[src/rtl/elevator_pkg.sv]
// ============================================================================
// elevator_pkg : shared constants and monitor state encoding | rev 1.0
// ============================================================================
`default_nettype none

package elevator_pkg;

  // Shared with the clock divider so both ends agree on the half-period.
  localparam int TOGGLE_VALUE_DEFAULT = 1000000;

  typedef logic [1:0] mon_state_t;

  localparam mon_state_t ST_SEARCH  = 2'd0;
  localparam mon_state_t ST_ACQUIRE = 2'd1;
  localparam mon_state_t ST_LOCKED  = 2'd2;
  localparam mon_state_t ST_LOST    = 2'd3;

endpackage

`default_nettype wire

[src/rtl/sync_edge_detect.sv]
// ============================================================================
// sync_edge_detect : 2-flop synchroniser, history flop, rise/fall strobes | rev 1.0
// ============================================================================
`default_nettype none

module sync_edge_detect (
  input  logic clk_in,
  input  logic rst,
  input  logic din,
  output logic edge_det,
  output logic rise_tick,
  output logic fall_tick
);

  logic s1_q, s1_d;
  logic s2_q, s2_d;
  logic s3_q, s3_d;
  logic rise_tick_q, rise_tick_d;
  logic fall_tick_q, fall_tick_d;

  always_comb begin
    s1_d        = din;
    s2_d        = s1_q;
    s3_d        = s2_q;
    rise_tick_d = s2_q & ~s3_q;
    fall_tick_d = ~s2_q & s3_q;
  end

  always_ff @(posedge clk_in or negedge rst) begin
    if (!rst) begin
      s1_q        <= 1'b0;
      s2_q        <= 1'b0;
      s3_q        <= 1'b0;
      rise_tick_q <= 1'b0;
      fall_tick_q <= 1'b0;
    end else begin
      s1_q        <= s1_d;
      s2_q        <= s2_d;
      s3_q        <= s3_d;
      rise_tick_q <= rise_tick_d;
      fall_tick_q <= fall_tick_d;
    end
  end

  // Unregistered edge lets the consumer act on the same clock edge that raises the tick.
  assign edge_det  = s2_q ^ s3_q;
  assign rise_tick = rise_tick_q;
  assign fall_tick = fall_tick_q;

endmodule

`default_nettype wire

[src/rtl/div_clk_monitor.sv]
// ============================================================================
// div_clk_monitor : divided-clock edge strobes, half-period measure, lock FSM | rev 1.0
// ============================================================================
`default_nettype none

module div_clk_monitor
  import elevator_pkg::*;
#(
  parameter int TOGGLE_VALUE = TOGGLE_VALUE_DEFAULT,
  parameter int TOL          = 4,
  parameter int LOCK_COUNT   = 4,
  parameter int CNT_W        = 25
) (
  input  logic             clk_in,
  input  logic             rst,
  input  logic             slow_clk,
  output logic             rise_tick,
  output logic             fall_tick,
  output logic             locked,
  output logic             lost,
  output logic [CNT_W-1:0] half_period
);

  localparam int EXP = TOGGLE_VALUE + 1;
  localparam int MW  = CNT_W + 1;
  localparam int GW  = (LOCK_COUNT < 1) ? 1 : $clog2(LOCK_COUNT + 1);

  localparam logic [MW-1:0]    MEAS_LO   = (EXP > TOL) ? MW'(EXP - TOL) : MW'(1);
  localparam logic [MW-1:0]    MEAS_HI   = MW'(EXP + TOL);
  localparam logic [CNT_W-1:0] TMO_CNT   = CNT_W'(EXP + TOL);
  localparam logic [CNT_W-1:0] CNT_MAX   = {CNT_W{1'b1}};
  localparam logic [GW-1:0]    GOOD_LOCK = GW'(LOCK_COUNT);

  logic             edge_det;
  logic [CNT_W-1:0] cnt_q, cnt_d;
  logic [GW-1:0]    good_q, good_d;
  logic [CNT_W-1:0] half_period_q, half_period_d;
  mon_state_t       state_q, state_d;

  logic [MW-1:0]    meas;
  logic [CNT_W-1:0] meas_sat;
  logic [GW-1:0]    good_inc;
  logic             meas_good;
  logic             timeout;

  sync_edge_detect u_sync (
    .clk_in    (clk_in),
    .rst       (rst),
    .din       (slow_clk),
    .edge_det  (edge_det),
    .rise_tick (rise_tick),
    .fall_tick (fall_tick)
  );

  always_comb begin
    cnt_d = cnt_q;
    if (edge_det) begin
      cnt_d = '0;
    end else if (cnt_q != CNT_MAX) begin
      cnt_d = cnt_q + CNT_W'(1);
    end
  end

  // Measurement is one wider so a saturated counter cannot wrap into range.
  always_comb begin
    meas      = {1'b0, cnt_q} + MW'(1);
    meas_sat  = meas[CNT_W] ? CNT_MAX : meas[CNT_W-1:0];
    meas_good = (meas >= MEAS_LO) && (meas <= MEAS_HI);
    timeout   = (cnt_q == TMO_CNT) && !edge_det;
    good_inc  = good_q + GW'(1);
  end

  always_ff @(posedge clk_in or negedge rst) begin
    if (!rst) begin
      cnt_q         <= '0;
      good_q        <= '0;
      half_period_q <= '0;
      state_q       <= ST_SEARCH;
    end else begin
      cnt_q         <= cnt_d;
      good_q        <= good_d;
      half_period_q <= half_period_d;
      state_q       <= state_d;
    end
  end

  always_comb begin
    state_d       = state_q;
    good_d        = good_q;
    half_period_d = half_period_q;
    case (state_q)
      ST_SEARCH: begin
        if (edge_det) begin
          state_d = ST_ACQUIRE;
          good_d  = '0;
        end
      end
      ST_ACQUIRE: begin
        if (edge_det) begin
          half_period_d = meas_sat;
          if (meas_good) begin
            good_d = good_inc;
            if (good_inc == GOOD_LOCK) begin
              state_d = ST_LOCKED;
            end
          end else begin
            good_d = '0;
          end
        end else if (timeout) begin
          good_d = '0;
        end
      end
      ST_LOCKED: begin
        if (edge_det) begin
          half_period_d = meas_sat;
          if (!meas_good) begin
            state_d = ST_LOST;
          end
        end else if (timeout) begin
          state_d = ST_LOST;
        end
      end
      ST_LOST: begin
        if (edge_det) begin
          state_d = ST_ACQUIRE;
          good_d  = '0;
        end
      end
      default: begin
        state_d = ST_SEARCH;
        good_d  = '0;
      end
    endcase
  end

  always_comb begin
    locked      = (state_q == ST_LOCKED);
    lost        = (state_q == ST_LOST);
    half_period = half_period_q;
  end

endmodule

`default_nettype wire

[config.mk]
export PLATFORM = sky130hd
export DESIGN_NAME = div_clk_monitor
export DESIGN_NICKNAME = d
export VERILOG_FILES = /design/src/rtl/elevator_pkg.sv /design/src/rtl/sync_edge_detect.sv /design/src/rtl/div_clk_monitor.sv
export SDC_FILE = /design/constraint.sdc
export NUM_CORES = 1
export LEC_CHECK = 0
export CAP_MARGIN = 20
export CORE_MARGIN = 10
export CORE_UTILIZATION = 29
export CTS_BUF_LIST = sky130_fd_sc_hd__clkbuf_4 sky130_fd_sc_hd__clkbuf_8 sky130_fd_sc_hd__clkbuf_16
export CTS_CLUSTER_SIZE = 20
export DETAILED_ROUTE_END_ITERATION = 6
export GPL_ROUTABILITY_DRIVEN = 0
export HOLD_SLACK_MARGIN = 0.06
export PLACE_DENSITY = 0.51
export SYNTH_ARGS = -nofsm -noshare
export SYNTH_HDL_FRONTEND = slang
export SYNTH_SLANG_ARGS = --single-unit
[constraint.sdc]
create_clock -name clk_in -period 8 [get_ports clk_in]
set_input_delay 1.2 -clock clk_in [delete_from_list [all_inputs] [get_ports clk_in]]
set_output_delay 1.2 -clock clk_in [all_outputs]
set_load 0.02 [all_outputs]
==> key figures <==
STA
  – Crit share post-route: 0.420
  – Final Hold Fails: 0
  – Setup violations, final: 0
  – Final hold slack: 0.355 ns
  – Worst Clk Skew: 0.00676 ns
  – Slew HR: 0.391
  – Slew Viols, Final: 0
  – Unrepaired setup endpoints after global routing: no
  – Tmin final: 3.36 ns
  – Actual slew at the worst max-slew pin: 0.911 ns
  – Fmax: 298 MHz
  – Setup TNS: 0 ns

Yosys
  – Synth Instances: 331
  – Async set or reset register ratio after synthesis: 1.00
  – Synthesized Nets: 344
  – YS warnings: 0
  – Mapped Area: 0.00320 mm2
  – Unique masters post-synth: 57
  – Dominant synthesized flop cell: dfrtp_1
  – Yosys reg bits: 60
  – Sequential area share after synthesis: 0.469
  – EDFF count, synth: 0
  – Syn_area_per_cell: 9.68 um2

Floorplanning
  – Die Ht: 125 um
  – Initial Util: 0.295
  – Chip width: 125 um
  – Top Ports: 32
  – CORE AREA: 0.0108 mm2
  – Die ar.: 0.0156 mm2
  – Cell Rows: 38

Placed design
  – IO buf count: 31
  – DP Area: 0.00363 mm2
  – Dpl hpwl: 5500 um

Detailed routing
  – DR pass1 iterations: 4
  – Via count: 2470
  – Via/cell ratio: 4.91
  – DR iter-0 viols: 164
  – Avg WL per Cell: 15.4 um
  – Residual DRC: 0
  – Routed Antenna Nets: 0
  – Post-Route WL: 7770 um

Clock tree
  – CTS tree: yes
  – Postcts setup bufs: 0
  – CTS-repair resized insts: 0
  – CTS sink cnt: 60
  – Clk slew on worst S/H paths: 0.07 ns
  – Worst-Skew Late Latency: 0.34 ns
  – Max clock buf depth: 2
  – CTS Hold Bufs: 0
  – CTS buffer count: 9
  – H-Tree Level Count: 3
  – Clk root buf: clkbuf_8

Final layout
  – Final non-filler cell area: 0.00385 mm2
  – Share of cells above drive strength 1: 0.105
  – # diodes: 0
  – Final nets: 371
  – Area Growth Syn to Fin: 20.1%

Power
  – Power Dens Cells: 286 mW/mm2
  – VDD IR max: 0.155 mV
  – Cell leakage power: 1.52 nW

Hold path
  – Worst min-delay path category: reg2reg

Critical path
  – CP max FO: 11
  – WP data required: 8.27 ns
  – CP Class: reg2reg
  – Startpoint types: flop
  – Crit path arrival time: 3.63 ns
  – Crit end category: flop

GRT
  – Pin count of the biggest net entering global routing: 61
  – First-pass GRT wire length: 13600 um
  – Vias in the first global route: 2561
  – GRT overflow: 0
  – Initial antenna violation count: 0
  – GRT Total Usage: 0.103

Outcome
  – Status: finished, final reports clean

Job
  – MaxCap Viol Count: 0
==> kinds of logic after synthesis <==
logic type,count (synthesis),share of synthesized area
xor gates and xnor gates,25,0.0684
and+or+nand+nor,127,0.209
AOI/OAI and AO/OA,78,0.170
muxes,1,0.00313
buffers and inverters,30,0.0410
adders and majority gates,10,0.0391
DFF,60,0.469
==> where the power goes <==
part           switching [mW]  internal (mW)
combinational           0.207          0.175
clock                   0.119          0.186
sequential             0.0405          0.372
==> through the flow <==
step                 util  worst slack [ns]  total power, mW  instances
floorplan               -              5.03            0.626        331
global placement    0.334              4.77            0.806        487
detailed placement  0.334              4.69            0.810        487
CTS                 0.355              4.65             1.12        503
global route        0.355              4.28             1.18        503
finish              0.355              4.64             1.10        503
==> worst max-delay path: stages (launching register included) <==
cell and delay, ns:
dfrtp_1 0.48, nand4_1 0.43, nor3_1 0.69, nand4_1 0.19, xor2_1 0.26, nand4_1 0.14, or4_4 0.59, or3_4 0.37
o2bb2ai_2 0.14
==> synthesized netlist by cell type (2+ instances only) <==
library cell,n,share of area
a21boi_0,23,0.054
a21oi_1,19,0.030
a21o_1,2,0.0047
and2_1,2,0.0039
nor2_1,41,0.048
o21a_1,2,0.0047
inv_1,11,0.013
nand4_2,2,0.0078
buf_2,3,0.0047
dfrtp_1,60,0.47
nor4b_1,3,0.0082
a2111oi_0,2,0.0055
o21ai_2,2,0.0055
nor3b_1,2,0.0047
nor4_1,3,0.0059
xnor2_1,12,0.033
or2_2,2,0.0039
nand3_1,10,0.016
clkbuf_1,12,0.014
buf_4,2,0.0047
nand2_1,24,0.028
nand4_1,11,0.021
o21ai_0,5,0.0078
nor2b_1,2,0.0039
o21bai_1,2,0.0047
nor3_1,11,0.017
xor2_1,13,0.036
nand2b_1,2,0.0039
ha_1,10,0.039
a31oi_1,8,0.016
or3_1,2,0.0039
==> path summary, 6_finish.rpt <==
path                             start          end  slack (ns)  depth (start not counted)
setup / recovery              cnt_q[4]    good_q[2]        4.64                          8
hold / removal             u_sync.s1_q  u_sync.s2_q        0.35                          0
setup reg to reg              cnt_q[4]    good_q[2]        4.64                          8
hold reg to reg            u_sync.s1_q  u_sync.s2_q        0.35                          0
max in group asynchronous          rst     cnt_q[9]        6.50                          2
min in group asynchronous          rst  u_sync.s2_q        1.01                          2
==> final cells by class <==
cell class              count  area [um2]
fillers                  1126        6990
repair buffers             35         335
well taps                 140         175
clock buffers              11         145
clock inverters             5        75.1
flip-flops and latches     60        1500
multi-input cells         241        1570
inverters                  11        41.3
==> metal layers <==
metal	track usage	routed length [um]
met1	0.133	3670
met4	0.0325	64
met3	0.0355	437
met5	0	0
met2	0.159	3600
==> state kept, by name (all words and copies together), names as in the netlist <==
name,count
u_sync.rise_tick,1
u_sync.s2_q,1
good_q,3
state_q,2
u_sync.fall_tick,1
u_sync.s1_q,1
u_sync.s3_q,1
half_period,25
cnt_q,25
==> cell usage in the layout (no fill, tap or decap), types with 3 or more instances in the layout <==
cell	instances
a21boi_0	23
a21oi_1	19
a31oi_1	8
buf_4	4
clkbuf_8	10
clkdlybuf4s50_1	30
clkinv_2	3
dfrtp_1	60
ha_1	10
inv_1	11
nand2_1	24
nand3_1	10
nand4_1	11
nor2_1	40
nor3_1	11
nor4_1	3
nor4b_1	3
o21ai_0	5
xnor2_1	12
xor2_1	13
Power figures use the tool's default switching activity.
